**src/rtl/serial_adder_unit.sv**
```systemverilog
// Digit-serial adder: adds two WIDTH-bit operands DIGIT bits per clock through a
// rippled half/full-adder slice with a registered carry; optional carry-less XOR mode.
module serial_adder_unit #(
    parameter int WIDTH = 8,
    parameter int DIGIT = 1
) (
    input  logic             clk,
    input  logic             rst,
    input  logic             in_valid,
    output logic             in_ready,
    input  logic [WIDTH-1:0] in_a,
    input  logic [WIDTH-1:0] in_b,
    input  logic             in_mode,
    output logic             out_valid,
    input  logic             out_ready,
    output logic [WIDTH-1:0] out_sum,
    output logic             out_carry
);
    localparam int STEPS = WIDTH / DIGIT;
    localparam int CNT_W = (STEPS > 1) ? $clog2(STEPS) : 1;

    typedef enum logic [1:0] {IDLE, RUN, DONE} state_t;

    state_t           state_reg, state_next;
    logic [CNT_W-1:0] cnt_reg;
    logic             carry_reg;
    logic             mode_reg;
    logic [WIDTH-1:0] a_reg, b_reg, res_reg, res_next;
    logic [WIDTH-1:0] out_sum_reg;
    logic             out_carry_reg;
    logic [DIGIT:0]   chain;
    logic [DIGIT-1:0] digit_sum;
    logic             last_step;

    assign last_step = (cnt_reg == CNT_W'(STEPS - 1));
    assign chain[0]  = carry_reg;

    // One adder cell per bit of the digit; XOR mode kills every carry.
    generate
        for (genvar gi = 0; gi < DIGIT; gi++) begin : g_bit
            logic a_bit, b_bit, p_bit;
            assign a_bit         = a_reg[gi];
            assign b_bit         = b_reg[gi];
            assign p_bit         = a_bit ^ b_bit;
            assign digit_sum[gi] = p_bit ^ chain[gi];
            assign chain[gi+1]   = mode_reg ? 1'b0 : ((a_bit & b_bit) | (chain[gi] & p_bit));
        end
    endgenerate

    // Sum digits enter at the MSB end so the last digit lands in place.
    generate
        if (WIDTH > DIGIT) begin : g_shift
            assign res_next = {digit_sum, res_reg[WIDTH-1:DIGIT]};
        end else begin : g_single
            assign res_next = digit_sum;
        end
    endgenerate

    always_ff @(posedge clk or posedge rst) begin
        if (rst) begin
            state_reg <= IDLE;
        end else begin
            state_reg <= state_next;
        end
    end

    always_comb begin
        state_next = state_reg;
        case (state_reg)
            IDLE:    if (in_valid) state_next = RUN;
            RUN:     if (last_step) state_next = DONE;
            DONE:    if (out_ready) state_next = IDLE;
            default: state_next = IDLE;
        endcase
    end

    always_ff @(posedge clk or posedge rst) begin
        if (rst) begin
            cnt_reg       <= '0;
            carry_reg     <= 1'b0;
            mode_reg      <= 1'b0;
            a_reg         <= '0;
            b_reg         <= '0;
            res_reg       <= '0;
            out_sum_reg   <= '0;
            out_carry_reg <= 1'b0;
        end else begin
            case (state_reg)
                IDLE: begin
                    if (in_valid) begin
                        a_reg     <= in_a;
                        b_reg     <= in_b;
                        mode_reg  <= in_mode;
                        carry_reg <= 1'b0;
                        cnt_reg   <= '0;
                    end
                end
                RUN: begin
                    a_reg     <= a_reg >> DIGIT;
                    b_reg     <= b_reg >> DIGIT;
                    res_reg   <= res_next;
                    carry_reg <= chain[DIGIT];
                    cnt_reg   <= cnt_reg + CNT_W'(1);
                    if (last_step) begin
                        out_sum_reg   <= res_next;
                        out_carry_reg <= chain[DIGIT];
                    end
                end
                default: ;
            endcase
        end
    end

    assign in_ready  = (state_reg == IDLE);
    assign out_valid = (state_reg == DONE);
    assign out_sum   = out_sum_reg;
    assign out_carry = out_carry_reg;
endmodule

```
**config.mk**
```make
export PLATFORM = sky130hd
export DESIGN_NAME = serial_adder_unit
export DESIGN_NICKNAME = d
export VERILOG_FILES = /design/src/rtl/serial_adder_unit.sv
export SDC_FILE = /design/constraint.sdc
export NUM_CORES = 1
export LEC_CHECK = 0
export ABC_AREA = 1
export CAP_MARGIN = 20
export CORE_MARGIN = 2
export CORE_UTILIZATION = 30
export DETAILED_ROUTE_END_ITERATION = 16
export PLACE_DENSITY_LB_ADDON = 0.12
export SYNTH_ARGS = -nofsm -noshare
export SYNTH_HDL_FRONTEND = slang
export SYNTH_SLANG_ARGS = --single-unit
```
**constraint.sdc**
```tcl
create_clock -name clk -period 3.98 [get_ports clk]
set_clock_uncertainty 0.2 [all_clocks]
set_input_delay 0.597 -clock clk [delete_from_list [all_inputs] [get_ports clk]]
set_output_delay 0.597 -clock clk [all_outputs]
set_load 0.02 [all_outputs]
```
* After elaboration in Yosys (flattened, before gate mapping) *
Cells that the tools add are included.

operators by class
  muxes and demuxes = 13
  reductions and logical operators = 6
  divide/modulo/power cells = 0
  $lt $le $gt $ge = 0
  equal/unequal tests = 6
  add/sub/neg operators = 1
  multipliers = 0
  bitwise operators = 5
  shifts and indexed selects = 0

operators by type and width
  operator                                        number
  case mux 8 bit (2 select lines)                 2
  two-way mux 8 bit                               2
  two-way mux 2 bit                               3
  case mux 2 bit (3 select lines)                 1
  case mux 3 bit (2 select lines)                 1
  AND reduction 2 bit                             3
  != test 2 bit (second input constant)           2
  adder 3 x 1 -> 3 bit (second input constant)    1
  == test 3 bit (second input constant)           1
  two-way mux 3 bit                               1
  AND reduction 3 bit                             1
  AND 1 bit                                       2
  == test 2 x 1 -> 1 bit (second input constant)  1
  == test 2 bit (second input constant)           1
  logical NOT 2 bit                               1
  two-way mux 1 bit                               2
  != test 2 x 1 -> 1 bit (second input constant)  1
  case mux 1 bit (2 select lines)                 1
  nonzero test 2 bit                              1
  bitwise XOR 1 bit                               2
  OR 1 bit                                        1

word-level totals
  latch bits = 0
  register bits = 40
  memories kept = 0
  output and inout bits = 11
  bits in read-only memories = 0
  input port bits = 21
  bits in writable memories = 0

* Longest topological paths before layout *
  word-level depth = 5
  depth in mapped cells = 7

* Worst setup path after synthesis *
OpenSTA, ideal clock, no wires.

  path type = register -> output
  start point = register state_reg[0]
  end point = output port out_valid
  slack = 2.197 ns
  path buffers = 2
  stages on the path, launching flop included = 4
  arrival = 0.986 ns
  path through = dfrtp_1 -> buf_4 -> buf_2 -> nor2_1

between the ends
  cells in the longest elaborated chain, start to end = 1

RTL lines
  item                    RTL line  text
  from (decl)             24        state_t state_reg, state_next;
  from (signal assigned)  63        state_reg <= state_next;
  == test 2 bit           115       assign out_valid = (state_reg == DONE);
  to (decl)               14        output logic out_valid,

No other way between the ends.

* Worst setup path after layout *
  start point = register state_reg[0]
  end point = output port in_ready

between the ends
  cells in the longest elaborated chain, start to end = 1

RTL lines
  item               RTL line  text
  logical NOT 2 bit  114       assign in_ready = (state_reg == IDLE);
  to (decl)          10        output logic in_ready,

No other way between the ends.

==> impl_results.html <==
<table>
<tr><th>Metric</th><th>Value</th></tr>
<tr><th colspan="2">Detailed routing</th></tr>
<tr><td>First-pass detailed-route iteration total</td><td>4</td></tr>
<tr><td>Residual antenna-violating net count after detailed routing</td><td>0</td></tr>
<tr><td>Post-detailed-route via-to-cell ratio</td><td>4.40</td></tr>
<tr><td>Wire length on met1</td><td>1700 µm</td></tr>
<tr><td>Post-detailed-routing wire length</td><td>3600 µm</td></tr>
<tr><td>Routed length on met2</td><td>1660 µm</td></tr>
<tr><td>Number of remaining DRC errors</td><td>0</td></tr>
<tr><td>Via Count</td><td>about 1,400</td></tr>
<tr><td>1st-iter DRT viols</td><td>66</td></tr>
<tr><td>Metal3 WL</td><td>about 160 µm</td></tr>
<tr><td>Routed WL per cell</td><td>between 10 and 15 µm</td></tr>
<tr><td>Topmost layer with routed signal wires</td><td>met4</td></tr>
<tr><th colspan="2">Setup path</th></tr>
<tr><td>Combined buffer and inverter count along the critical path</td><td>1</td></tr>
<tr><td>Crit path required time</td><td>3180 ps</td></tr>
<tr><td>R2r worst-path depth</td><td>5</td></tr>
<tr><td>Worst setup SP type</td><td>register</td></tr>
<tr><td>Number of logic stages on the critical path including buffering</td><td>2</td></tr>
<tr><td>Sort of element at the end of the critical path</td><td>primary output</td></tr>
<tr><td>Class of the most critical setup path</td><td>register to primary output</td></tr>
<tr><td>Worst endpoint data arrival time</td><td>a little under 2000 ps</td></tr>
<tr><td>Slowest-stage cell, CP</td><td>clkdlybuf4s50_1</td></tr>
<tr><td>Family of cells with the greatest summed delay on the critical path</td><td>buffers and inverters</td></tr>
<tr><td>R2R Setup Slk</td><td>between 1500 and 2000 ps</td></tr>
<tr><td>Worst-path maximum fanout</td><td>20</td></tr>
<tr><td>Biggest cell delay along the critical path</td><td>670 ps</td></tr>
<tr><td>Cell-by-cell listing of the critical path</td><td>nor2_1, clkdlybuf4s50_1</td></tr>
<tr><td>Worst flop-to-flop path endpoint</td><td>b_reg[4]$_DFFE_PP0P_</td></tr>
<tr><td>Reg-to-reg startpoint</td><td>state_reg[0]$_DFFE_PP0P_</td></tr>
<tr><th colspan="2">Run status</th></tr>
<tr><td>Outcome</td><td>finished clean</td></tr>
<tr><th colspan="2">Floorplan</th></tr>
<tr><td>Site Rows</td><td>28</td></tr>
<tr><td>Core outline area</td><td>5850 µm²</td></tr>
<tr><td>Number of top-level design ports</td><td>32</td></tr>
<tr><td>Width of the die</td><td>about 80 µm</td></tr>
<tr><td>Total die area</td><td>6600 µm²</td></tr>
<tr><td>Die height</td><td>81.3 µm</td></tr>
<tr><td>Initial core utilization</td><td>30.6%</td></tr>
<tr><th colspan="2">Placement</th></tr>
<tr><td>Port buffer count</td><td>31</td></tr>
<tr><td>Detail Placement HPWL</td><td>2400 µm</td></tr>
<tr><td>Gpl congestion</td><td>0.689</td></tr>
<tr><td>Placement Cell Area</td><td>~2100 µm²</td></tr>
<tr><td>Setup slack after placement</td><td>about 1500 ps</td></tr>
<tr><th colspan="2">Timing</th></tr>
<tr><td>Unrepaired setup endpoints after global routing</td><td>no</td></tr>
<tr><td>Final worst-path cycle share</td><td>68.8%</td></tr>
<tr><td>Post-Route Hold Slack</td><td>282 ps</td></tr>
<tr><td>Min Clock Period, post-route</td><td>between 2000 and 3000 ps</td></tr>
<tr><td>Maximum clock rate</td><td>~0.37 GHz</td></tr>
<tr><td>Hold Fails Final Rpt</td><td>0</td></tr>
<tr><td>Number of failing setup endpoints in the final timing report</td><td>0</td></tr>
<tr><td>Transition time at the pin with the least slew margin</td><td>slightly above 900 ps</td></tr>
<tr><td>Slew Limit Headroom</td><td>~39%</td></tr>
<tr><td>Final sum of negative setup slack</td><td>0 ps</td></tr>
<tr><td>Worst setup slack after layout</td><td>1240 ps</td></tr>
<tr><td>Max-slew violation total from the final report</td><td>0</td></tr>
<tr><th colspan="2">Power</th></tr>
<tr><td>Max VDD drop</td><td>just under 0.2 mV</td></tr>
<tr><td>Power Total</td><td>0.00159 W</td></tr>
<tr><td>Power density over cell area</td><td>between 700 and 800 nW/µm²</td></tr>
<tr><td>Cell leakage power</td><td>~1.1 nW</td></tr>
<tr><th colspan="2">Clocking</th></tr>
<tr><td>TritonCTS clock tree</td><td>built</td></tr>
<tr><td>Inserted Clock Buffers</td><td>5</td></tr>
<tr><td>Clock latency on the worst-skew pair</td><td>a little under 300 ps</td></tr>
<tr><td>Buffer cell driving the clock tree root</td><td>clkbuf_8</td></tr>
<tr><td>CTS H-tree lvls</td><td>2</td></tr>
<tr><td>Gates resized, CTS repair</td><td>0</td></tr>
<tr><td># Post-CTS Setup Buffers</td><td>0</td></tr>
<tr><td>Clock input transition at the sequential cells of the worst setup and hold paths</td><td>70 ps</td></tr>
<tr><td>CTS Hold Bufs</td><td>0</td></tr>
<tr><td>Clock Tree Buf Depth</td><td>2</td></tr>
<tr><td>CTS Sinks</td><td>39</td></tr>
<tr><th colspan="2">Cells and area</th></tr>
<tr><td>Final layout net count</td><td>between 200 and 300</td></tr>
<tr><td>Fill cells</td><td>591</td></tr>
<tr><td>Most common cell after layout, fill and taps aside</td><td>nand2_1</td></tr>
<tr><td>Post-route standard cell area excluding fillers</td><td>2220 µm²</td></tr>
<tr><td>Leading cell types in the layout, fill and taps excluded</td><td>103 x nand2_1, 39 x dfrtp_1, 31 x clkdlybuf4s50_1</td></tr>
<tr><td>Ratio of cells with drive above 1 in the final layout</td><td>9.09%</td></tr>
<tr><td>Layout overhead on the synthesized area</td><td>24.0%</td></tr>
<tr><td>Antenna cell count</td><td>0</td></tr>
<tr><th colspan="2">Yosys</th></tr>
<tr><td>Fraction of the mapped netlist area in adder cells</td><td>2.52%</td></tr>
<tr><td>Number of synthesized register bits</td><td>39</td></tr>
<tr><td>Share of the synthesized area in compound gates (AO/OA/AOI/OAI)</td><td>under 10%</td></tr>
<tr><td>Netlist Area Pre-Place</td><td>1790 µm²</td></tr>
<tr><td>Synth top area cells</td><td>dfrtp_1 55%, nand2_1 22%, nand3_1 5.0%</td></tr>
<tr><td>Share of the synthesized netlist area taken by xor and xnor gates</td><td>0%</td></tr>
<tr><td>Post-synthesis mux area share</td><td>0%</td></tr>
<tr><td>Count of unique library cells instantiated by Yosys</td><td>18</td></tr>
<tr><td>Nets in the synthesized netlist</td><td>235</td></tr>
<tr><td>Cell count after synthesis</td><td>211</td></tr>
<tr><td>Post-synth top area cell</td><td>dfrtp_1</td></tr>
<tr><td>Sequential fraction of the synthesis area</td><td>a little over half</td></tr>
<tr><td>Dominant combinational cell family by area after synthesis</td><td>simple AND/OR/NAND/NOR gates</td></tr>
<tr><td>Synth Area per Inst</td><td>8.49 µm²</td></tr>
<tr><td>Simple-Gate Fraction of Synth Area</td><td>28.7%</td></tr>
<tr><td>Yosys warnings</td><td>0</td></tr>
<tr><td>Area share of the largest cell type after synthesis</td><td>54.5%</td></tr>
<tr><th colspan="2">GRT</th></tr>
<tr><td>Number of global-route vias before repair</td><td>approximately 1,400</td></tr>
<tr><td>Total congestion overflow</td><td>0</td></tr>
<tr><td>Total GRT Usage</td><td>approximately an eighth</td></tr>
<tr><td>Maximum number of pins on one net before global-route repair</td><td>32</td></tr>
<tr><td>Wire length of the first global-routing pass</td><td>~6200 µm</td></tr>
<tr><td>Initial antenna violation count</td><td>0</td></tr>
<tr><th colspan="2">Hold path</th></tr>
<tr><td>Min-delay worst type</td><td>register to register</td></tr>
<tr><td>Min-Delay Endpoint</td><td>out_sum[4]$_DFFE_PP0P_</td></tr>
<tr><td>Start point of the worst hold path</td><td>out_sum[4]$_DFFE_PP0P_</td></tr>
<tr><td>Count of cells along the worst hold path</td><td>2</td></tr>
<tr><th colspan="2">Job</th></tr>
<tr><td>Reported max-cap violation count</td><td>0</td></tr>
</table>
per-layer routing:
metal | GRT usage, % | up-vias
li1 | - | 713
met4 | 7.12 | 0
met5 | 0 | -
met2 | 19.3 | 24
met3 | 3.00 | 7
met1 | 16.3 | 650
where the power goes:
part / switching [W] / internal (W)
Sequential: 0.000112 / 0.000567
Combinational: 0.000390 / 0.000267
Clock: 0.000133 / 0.000123
cell usage after synthesis:
library cell and n:
dfrtp_1 39, clkbuf_2 1, o31ai_1 1, buf_2 5
or2_2 1, fa_1 1, inv_1 11, nor2_1 2
nand2_1 103, inv_2 2, nor2_4 1, nand3_1 18
o21ai_2 9, o21ai_0 10, buf_6 3, ha_1 2
buf_4 1, nand2_4 1
cell type report:
| class | instances | area, µm² | share of cell area [%] |
|---|---|---|---|
| Clock inverter | 1 | 5.00 | 0.225 |
| Tap cell | 75 | 93.8 | 4.23 |
| Inverter | 13 | 48.8 | 2.20 |
| Sequential cell | 39 | 976 | 44.0 |
| Multi-Input combinational cell | 149 | 694 | 31.3 |
| Clock buffer | 7 | 76.3 | 3.44 |
| Timing Repair Buffer | 33 | 325 | 14.7 |
worst max-delay path by stage:
stage                             startpoint         to  slack [ps]
finish              state_reg[0]$_DFFE_PP0P_   in_ready        1240
global route        state_reg[0]$_DFFE_PP0P_   in_ready        1100
CTS                 state_reg[0]$_DFFE_PP0P_   in_ready        1210
detailed placement  state_reg[0]$_DFFE_PP0P_   in_ready        1540
global placement    state_reg[0]$_DFFE_PP0P_   in_ready        1570
floorplan           state_reg[0]$_DFFE_PP0P_  out_valid        2200
stage by stage:
step / instances / util, %
after detailed placement: 309 / 36.5
after floorplan: 211 / -
final: 317 / 37.9
after global placement: 309 / 36.5
after global routing: 317 / 37.9
after CTS: 317 / 37.9
cell families (layout without fill, tap and decap cells):
group | after synthesis | count (layout)
simple gates | 126 | 126
flops | 39 | 39
buf+inv | 23 | 54
compound gates | 20 | 20
fa+ha+maj | 3 | 3
worst reg2reg max path, stage by stage (launching register included):
cell and delay (ps):
dfrtp_1 770, nand2_1 730, nand2_1 240, nand2_1 70, nand2_1 60, nand2_1 60
(Power assumes the default switching activity.)
